**config.mk**
```make
export PLATFORM = sky130hd
export DESIGN_NAME = vga_text_pipe_flat
export DESIGN_NICKNAME = d
export VERILOG_FILES = /design/src/rtl/vga_text_pipe_if.sv /design/src/rtl/vga_text_pipe.sv /design/src/flat_wrapper.sv
export SDC_FILE = /design/constraint.sdc
export NUM_CORES = 1
export LEC_CHECK = 0
export ABC_AREA = 1
export BUFFER_PORTS_ARGS = -buffer_cell sky130_fd_sc_hd__buf_2
export CAP_MARGIN = 20
export CORE_MARGIN = 2
export CORE_UTILIZATION = 42
export DETAILED_ROUTE_END_ITERATION = 10
export HOLD_SLACK_MARGIN = 0.06
export PLACE_DENSITY_LB_ADDON = 0.2
export SYNTH_ARGS = -nofsm -noshare
export SYNTH_HDL_FRONTEND = slang
export SYNTH_SLANG_ARGS = --single-unit
```
**constraint.sdc**
```tcl
create_clock -name clk -period 2 [get_ports clk]
set_input_delay 0.1 -clock clk [delete_from_list [all_inputs] [get_ports clk]]
set_output_delay 0.1 -clock clk [all_outputs]
set_load 0.02 [all_outputs]
```
**src/rtl/vga_text_pipe_if.sv**
```systemverilog
//==============================================================================
// Module      : vga_text_pipe_if
// Description : Memory-side bus of the character pixel pipeline. It carries
//               the text RAM address/data and the font ROM address/data.
//               The master (the pipeline) drives both addresses. The slave
//               (the memories) returns data with a 1-cycle read latency.
// Revision    : 1.0 - initial release
//==============================================================================
`default_nettype none

interface vga_text_pipe_if;
    logic [11:0] cram_addr;  // text RAM read address
    logic [15:0] cram_data;  // {bg[3:0], fg[3:0], code[7:0]}
    logic [11:0] font_addr;  // {code[7:0], glyph_row[3:0]}
    logic [7:0]  font_data;  // glyph row, bit 7 is the leftmost pixel

    modport master (
        output cram_addr,
        output font_addr,
        input  cram_data,
        input  font_data
    );

    modport slave (
        input  cram_addr,
        input  font_addr,
        output cram_data,
        output font_data
    );
endinterface

`default_nettype wire

```
**src/rtl/vga_text_pipe.sv**
```systemverilog
//==============================================================================
// Module      : vga_text_pipe
// Description : Character-mode pixel pipeline placed after the VGA timing
//               generator. It maps each pixel to a text cell and fetches the
//               cell from the text RAM. It then fetches the glyph row from the
//               font ROM and expands the IRGB colour code to 4-bit RGB.
//               Sync and blank travel through the same 3 stages, so all
//               vga_* outputs lag the inputs by exactly 3 clocks.
//               Optional feature macro: VGA_CURSOR_EN. When it is defined,
//               the block builds a blinking underline cursor on glyph rows
//               14-15 of the cursor cell.
// Revision    : 1.0 - initial release
//==============================================================================
`default_nettype none

module vga_text_pipe #(
    parameter int COLS         = 80,
    parameter int ROWS         = 30,
    parameter int BLINK_FRAMES = 30
) (
    input  wire logic          clk,
    input  wire logic          rst_n,
    input  wire logic [9:0]    row_i,
    input  wire logic [9:0]    col_i,
    input  wire logic          sync_h,
    input  wire logic          sync_v,
    input  wire logic          blank_n,
    vga_text_pipe_if.master    mem,
    input  wire logic [6:0]    cursor_x,
    input  wire logic [4:0]    cursor_y,
    output logic [3:0]         vga_r,
    output logic [3:0]         vga_g,
    output logic [3:0]         vga_b,
    output logic               vga_hs,
    output logic               vga_vs,
    output logic               vga_blank_n
);

    // -------------------------------------------------------------------------
    // Cell mapping of the incoming pixel
    // -------------------------------------------------------------------------
    logic [6:0]  w_cell_x;
    logic [5:0]  w_cell_y;
    logic [3:0]  w_glyph_row;
    logic [2:0]  w_bit_idx;
    logic [11:0] w_cell_addr;

    assign w_cell_x    = col_i[9:3];
    assign w_cell_y    = row_i[9:4];
    assign w_glyph_row = row_i[3:0];
    assign w_bit_idx   = ~col_i[2:0];   // 7 - col[2:0]: bit 7 is the leftmost pixel

    // Linear cell address. Blanked pixels park the RAM on address 0 so the
    // retrace region never produces out-of-range reads.
    assign w_cell_addr   = 12'(32'(w_cell_y) * COLS + 32'(w_cell_x));
    assign mem.cram_addr = blank_n ? w_cell_addr : 12'd0;

    // -------------------------------------------------------------------------
    // Stage 1 registers (text RAM data is valid while these are held)
    // -------------------------------------------------------------------------
    logic [3:0] r_s1_glyph_row;
    logic [2:0] r_s1_bit_idx;
    logic       r_s1_hs;
    logic       r_s1_vs;
    logic       r_s1_blank_n;

    // Capture the pixel position and the timing flags alongside the RAM read
    always_ff @(posedge clk or negedge rst_n) begin
        if (!rst_n) begin
            r_s1_glyph_row <= 4'd0;
            r_s1_bit_idx   <= 3'd0;
            r_s1_hs        <= 1'b1;
            r_s1_vs        <= 1'b1;
            r_s1_blank_n   <= 1'b0;
        end else begin
            r_s1_glyph_row <= w_glyph_row;
            r_s1_bit_idx   <= w_bit_idx;
            r_s1_hs        <= sync_h;
            r_s1_vs        <= sync_v;
            r_s1_blank_n   <= blank_n;
        end
    end

    // The glyph lookup uses the character code that just arrived from the RAM
    assign mem.font_addr = {mem.cram_data[7:0], r_s1_glyph_row};

    // -------------------------------------------------------------------------
    // Cursor overlay (optional)
    // -------------------------------------------------------------------------
    logic w_cursor_hit;

`ifdef VGA_CURSOR_EN
    localparam int                 c_CNT_W   = (BLINK_FRAMES > 1) ? $clog2(BLINK_FRAMES) : 1;
    localparam logic [c_CNT_W-1:0] c_CNT_MAX = c_CNT_W'(BLINK_FRAMES - 1);

    logic [6:0]         r_s1_cell_x;
    logic [5:0]         r_s1_cell_y;
    logic [6:0]         r_s1_cur_x;
    logic [4:0]         r_s1_cur_y;
    logic [c_CNT_W-1:0] r_blink_cnt;
    logic               r_blink_phase;
    logic               w_frame_tick;
    logic               w_cur_on_screen;

    // The cursor position is sampled together with the pixel. A move then
    // applies from the next pixel that enters stage 1.
    always_ff @(posedge clk or negedge rst_n) begin
        if (!rst_n) begin
            r_s1_cell_x <= 7'd0;
            r_s1_cell_y <= 6'd0;
            r_s1_cur_x  <= 7'd0;
            r_s1_cur_y  <= 5'd0;
        end else begin
            r_s1_cell_x <= w_cell_x;
            r_s1_cell_y <= w_cell_y;
            r_s1_cur_x  <= cursor_x;
            r_s1_cur_y  <= cursor_y;
        end
    end

    // A frame starts when the input vsync falls. Detect this against the
    // stage-1 copy so that no extra delay register is needed.
    assign w_frame_tick = r_s1_vs & ~sync_v;

    // Count frames for each blink half-period. When the count wraps, flip
    // the phase on the same edge.
    always_ff @(posedge clk or negedge rst_n) begin
        if (!rst_n) begin
            r_blink_cnt   <= '0;
            r_blink_phase <= 1'b0;
        end else if (w_frame_tick) begin
            if (r_blink_cnt == c_CNT_MAX) begin
                r_blink_cnt   <= '0;
                r_blink_phase <= ~r_blink_phase;
            end else begin
                r_blink_cnt   <= r_blink_cnt + 1'b1;
            end
        end
    end

    // A cursor parked outside the text area must never light up a cell that
    // happens to alias it in the overscan region
    assign w_cur_on_screen = (32'(r_s1_cur_x) < COLS) && (32'(r_s1_cur_y) < ROWS);

    assign w_cursor_hit = w_cur_on_screen
                        && (r_s1_cell_x == r_s1_cur_x)
                        && (r_s1_cell_y == {1'b0, r_s1_cur_y})
                        && (r_s1_glyph_row >= 4'd14)
                        && r_blink_phase;
`else
    logic        w_unused_cursor;
    logic [31:0] w_unused_params;

    // Cursor ports and parameters stay on the boundary but feed nothing
    assign w_unused_cursor = ^{cursor_x, cursor_y};
    assign w_unused_params = 32'(ROWS) ^ 32'(BLINK_FRAMES);
    assign w_cursor_hit    = 1'b0;
`endif

    // -------------------------------------------------------------------------
    // Stage 2 registers (font ROM data is valid while these are held)
    // -------------------------------------------------------------------------
    logic [3:0] r_s2_fg;
    logic [3:0] r_s2_bg;
    logic [2:0] r_s2_bit_idx;
    logic       r_s2_hit;
    logic       r_s2_hs;
    logic       r_s2_vs;
    logic       r_s2_blank_n;

    // Latch the cell colours and the cursor decision next to the font read
    always_ff @(posedge clk or negedge rst_n) begin
        if (!rst_n) begin
            r_s2_fg      <= 4'd0;
            r_s2_bg      <= 4'd0;
            r_s2_bit_idx <= 3'd0;
            r_s2_hit     <= 1'b0;
            r_s2_hs      <= 1'b1;
            r_s2_vs      <= 1'b1;
            r_s2_blank_n <= 1'b0;
        end else begin
            r_s2_fg      <= mem.cram_data[11:8];
            r_s2_bg      <= mem.cram_data[15:12];
            r_s2_bit_idx <= r_s1_bit_idx;
            r_s2_hit     <= w_cursor_hit;
            r_s2_hs      <= r_s1_hs;
            r_s2_vs      <= r_s1_vs;
            r_s2_blank_n <= r_s1_blank_n;
        end
    end

    // -------------------------------------------------------------------------
    // Pixel selection and IRGB expansion
    // -------------------------------------------------------------------------
    logic       w_font_bit;
    logic [3:0] w_color;
    logic [3:0] w_r;
    logic [3:0] w_g;
    logic [3:0] w_b;

    assign w_font_bit = mem.font_data[r_s2_bit_idx];
    assign w_color    = (w_font_bit | r_s2_hit) ? r_s2_fg : r_s2_bg;

    // Each channel is the colour bit in the two upper bits, plus intensity
    // in the two lower bits
    assign w_r = {w_color[2], w_color[2], w_color[3], w_color[3]};
    assign w_g = {w_color[1], w_color[1], w_color[3], w_color[3]};
    assign w_b = {w_color[0], w_color[0], w_color[3], w_color[3]};

    // -------------------------------------------------------------------------
    // Stage 3: output register
    // -------------------------------------------------------------------------
    logic [3:0] r_s3_r;
    logic [3:0] r_s3_g;
    logic [3:0] r_s3_b;
    logic       r_s3_hs;
    logic       r_s3_vs;
    logic       r_s3_blank_n;

    // Register the final pixel and force black outside the visible area
    always_ff @(posedge clk or negedge rst_n) begin
        if (!rst_n) begin
            r_s3_r       <= 4'd0;
            r_s3_g       <= 4'd0;
            r_s3_b       <= 4'd0;
            r_s3_hs      <= 1'b1;
            r_s3_vs      <= 1'b1;
            r_s3_blank_n <= 1'b0;
        end else begin
            r_s3_r       <= r_s2_blank_n ? w_r : 4'd0;
            r_s3_g       <= r_s2_blank_n ? w_g : 4'd0;
            r_s3_b       <= r_s2_blank_n ? w_b : 4'd0;
            r_s3_hs      <= r_s2_hs;
            r_s3_vs      <= r_s2_vs;
            r_s3_blank_n <= r_s2_blank_n;
        end
    end

    assign vga_r       = r_s3_r;
    assign vga_g       = r_s3_g;
    assign vga_b       = r_s3_b;
    assign vga_hs      = r_s3_hs;
    assign vga_vs      = r_s3_vs;
    assign vga_blank_n = r_s3_blank_n;

endmodule

`default_nettype wire

```
**src/flat_wrapper.sv**
```systemverilog
// flat-port wrapper written by rule: the top's interface ports become plain ports
module vga_text_pipe_flat 
#(
    parameter int COLS         = 80,
    parameter int ROWS         = 30,
    parameter int BLINK_FRAMES = 30
)
  (clk, rst_n, row_i, col_i, sync_h, sync_v, blank_n, cursor_x, cursor_y, vga_r, vga_g, vga_b, vga_hs, vga_vs, vga_blank_n, mem_cram_addr, mem_font_addr, mem_cram_data, mem_font_data);
  vga_text_pipe_if mem_i ();
  input  wire logic clk;
  input  wire logic rst_n;
  input  wire logic [9:0] row_i;
  input  wire logic [9:0] col_i;
  input  wire logic sync_h;
  input  wire logic sync_v;
  input  wire logic blank_n;
  input  wire logic [6:0] cursor_x;
  input  wire logic [4:0] cursor_y;
  output logic [3:0] vga_r;
  output logic [3:0] vga_g;
  output logic [3:0] vga_b;
  output logic vga_hs;
  output logic vga_vs;
  output logic vga_blank_n;
  output wire logic [$bits(mem_i.cram_addr)-1:0] mem_cram_addr;
  output wire logic [$bits(mem_i.font_addr)-1:0] mem_font_addr;
  input wire logic [$bits(mem_i.cram_data)-1:0] mem_cram_data;
  input wire logic [$bits(mem_i.font_data)-1:0] mem_font_data;
  assign mem_cram_addr = mem_i.cram_addr;
  assign mem_font_addr = mem_i.font_addr;
  assign mem_i.cram_data = mem_cram_data;
  assign mem_i.font_data = mem_font_data;
  vga_text_pipe #(.COLS(COLS), .ROWS(ROWS), .BLINK_FRAMES(BLINK_FRAMES)) u_core (.clk(clk), .rst_n(rst_n), .row_i(row_i), .col_i(col_i), .sync_h(sync_h), .sync_v(sync_v), .blank_n(blank_n), .mem(mem_i), .cursor_x(cursor_x), .cursor_y(cursor_y), .vga_r(vga_r), .vga_g(vga_g), .vga_b(vga_b), .vga_hs(vga_hs), .vga_vs(vga_vs), .vga_blank_n(vga_blank_n));
endmodule
```
==> run_results.csv <==
group,metric,value,unit
outcome,status,"completed",
timing,whs,0.0779,ns
floorplanning,fp.dieArea,4340,sq um
timing,setup_ws,0.118,ns
placement,gpl.final_weighted_congestion,0.721,
route,wirelength,3.08,mm
floorplanning,core_area,3660,sq um
timing,post_route_minimum_period,1.88,ns
synth,synth_area,1610,sq um
global_route,globalRouteTotalUtil,15.9,%
global_route,top_usage_layer,"met2",
worst_setup_path,worst_setup_path_start_kind,"input pin",
placement,dp.final_hpwl,2.13,mm
global_route,grt.met2_usage,30.3,%
clock_tree,cts_inserted_buffers,5,
layout,filler_cell_count,322,
route,detail_route.iter0.violations,34,
power_and_ir_drop,leakagePower,1.32,nW
route,ant_nets,0,
layout,layout.cells.most_common,"sky130_fd_sc_hd__buf_2",
global_route,grt_first_pass_wirelength,5.06,mm
global_route,grtUsageMet3,4.94,%
timing,fmax,531,MHz
clock_tree,clk_tree_root_cell,"sky130_fd_sc_hd__clkbuf_8",
timing,slew_violations,0,
route,via_per_inst,4.24,
synth,yosys.cell_types.count,19,
layout,insertedDiodeCount,0,
floorplanning,dieHeight,65.9,um
layout,most-common-layout-cells,"sky130_fd_sc_hd__buf_2, sky130_fd_sc_hd__inv_1, sky130_fd_sc_hd__nand2_1",
clock_tree,clockBufferDepth,2,
worst_setup_path,cp_data_arrival_time,1.78,ns
synth,synthesis.yosys.warnings,0,
layout,area_growth_syn_to_layout,40.0,%
worst_setup_path,setup.worst_path.class,"in2out",
placement,dp_cells,291,
hold_path,timing.hold.worst.start,"blank_n",
global_route,grt_pass1_vias,1279,
timing,relSlewSlack,58.5,%
clock_tree,worstSkewPairLatency,0.27,ns
layout,final_cells,319,
flow_run,timing.max_cap.violations,0,
synth,sequential_to_total_area_share_from_yosys_stat,48.7,%
clock_tree,clk_pin_slew,0.06,ns
hold_path,min-delay-path-class,"in2reg",
timing,finClkSkew,0.00246,ns
timing,final_hold_viol_count,0,
worst_setup_path,worst-endpoint-required,1.90,ns
global_route,grt_antenna_before_repair,0,
global_route,globalRouteOverflowTotal,0,
synth,cell_count_after_synthesis,186,
floorplanning,die_width,65.9,um
worst_setup_path,endpoint_kind,"output pin",
power_and_ir_drop,power-per-cell-area,687,nW/um^2
power_and_ir_drop,vdd_drop_max,0.249,mV
power_and_ir_drop,design_power_total,0.00155,W
floorplanning,pin_count,100,
synth,synth_seq_cells,31,
timing,fin_crit_sh,94.1,%
placement,dpl_cell_area,1920,sq um
worst_setup_path,critPathLaunch,"row_i[5]",
worst_setup_path,path_max_fanout,3,
global_route,maximum_number_of_pins_on_one_net_before_global_route_repair,32,
clock_tree,cts.sinks,31,
worst_setup_path,critical_path.reg2reg.startpoint,"u_core.r_s2_bit_idx[0]$_DFF_PN0_",
route,detail_route.drc_violations,0,
layout,final_area,2250,sq um
floorplanning,num_rows,22,
layout,num-nets-final,344,
clock_tree,clock_tree.htree_level_count,2,
route,routedWlPerCell,9.65,um
timing,tightest_slew,0.622,ns
synth,synth_fp_nets,260,
route,drt_first_pass_iters,4,
placement,buffer_ports.inserted,71,
layout,share_of_final_layout_standard_cells_stronger_than_drive_strength_1,37.6,%
placement,dp_slack,-0.0498,ns
route,route.vias.total,1353,
synth,mapped_avg_cell_area,8.64,sq um
timing,rsz_0062_raised_after_global_routing,"false",
clock_tree,tritoncts,"yes",
floorplanning,start_util,43.9,%
global_route,groute.layer.met1.usage,14.8,%
timing,setup_viol_count_final,0,
-- timing repair --
action	4_1_cts	5_1_grt
setup endpoints to repair	2	3
pin swaps	6	7
hold endpoints to repair	42	0
hold buffers	18	0
resized for setup	7	6
buffers inserted	1	1
-- where the power goes --
part	switching (W)	internal, W	leakage [nW]
logic	0.000235	0.000181	0.916
registers	0.0000138	0.000667	0.359
clock network	0.000206	0.000243	0.0422
-- worst max-delay path, stage by stage --
cell and delay, ns:
sky130_fd_sc_hd__buf_2 0.12, sky130_fd_sc_hd__ha_4 0.24, sky130_fd_sc_hd__ha_4 0.15, sky130_fd_sc_hd__inv_2 0.04, sky130_fd_sc_hd__fa_2 0.43, sky130_fd_sc_hd__nor2_2 0.16, sky130_fd_sc_hd__nand3_2 0.10, sky130_fd_sc_hd__nor2_2 0.11
sky130_fd_sc_hd__nand3_1 0.07, sky130_fd_sc_hd__nand2_1 0.06, sky130_fd_sc_hd__nor2_1 0.04, sky130_fd_sc_hd__buf_4 0.15
-- per-layer routing --
metal	part of all wire, %	wire length (um)	vias to the layer above
li1	-	-	711
met1	36	1120	582
met2	54	1660	53
met3	7.4	229	7
met4	2.3	70	0
met5	0	0	-
-- final timing paths --
| kind | cells after the start | slack (ns) | to |
|---|---|---|---|
| setup / recovery | 12 | 0.12 | mem_cram_addr[11] |
| hold / removal | 1 | 0.08 | u_core.r_s1_blank_n$_DFF_PN0_ |
| setup reg to reg | 7 | 0.86 | u_core.vga_b[1]$_DFF_PN0_ |
| hold reg to reg | 0 | 0.35 | u_core.r_s2_bit_idx[1]$_DFF_PN0_ |
| max in group asynchronous | 2 | 1.22 | u_core.r_s2_bit_idx[0]$_DFF_PN0_ |
| min in group asynchronous | 2 | 0.37 | u_core.r_s2_bg[0]$_DFF_PN0_ |
-- state kept, by name (all words and copies together) (netlist names), 2 cells and up --
name                   cells
u_core.r_s1_glyph_row      4
u_core.r_s2_bg             4
u_core.r_s2_fg             4
u_core.r_s1_bit_idx        3
u_core.r_s2_bit_idx        3
u_core.vga_b               2
-- cell type report --
cell class                      count  area [sq um]  share of cell area [%]
Clock buffer                        7          76.3                    3.39
Sequential cell                    31           783                    34.8
Inverter                           40           150                    6.67
Clock inverter                      1          5.00                   0.222
Tap cell                           48          60.1                    2.67
Multi-Input combinational cell     98           598                    26.6
Timing Repair Buffer               94           578                    25.7
-- cell usage after synthesis (all sizes together) --
master / n / area share [%]
clkbuf: 1 / 0.23
and2: 2 / 0.78
fa: 2 / 2.5
ha: 11 / 8.6
inv: 40 / 9.3
dfrtp: 25 / 39
o21ai: 3 / 0.93
nor2: 16 / 3.9
buf: 16 / 7.5
a21oi: 7 / 2.2
nand3: 17 / 5.6
dfstp: 6 / 9.8
xnor2: 1 / 0.54
nand2: 39 / 9.3
-- logic make-up after synthesis --
logic type	after synthesis	synth area share, %
compound gates	10	3.11
xor+xnor	1	0.545
fa+ha+maj	13	11.1
buf+inv	57	17.0
flops	31	48.7
simple gates	74	19.5
-- stage by stage --
step / utilization (%) / TNS (ns)
after floorplan: - / 0
after global placement: 52.5 / -0.0299
after detailed placement: 52.5 / -0.0900
after CTS: 60.3 / 0
after global routing: 61.5 / 0
final: 61.5 / 0
Note: power is estimated with default switching activity, not from simulation.
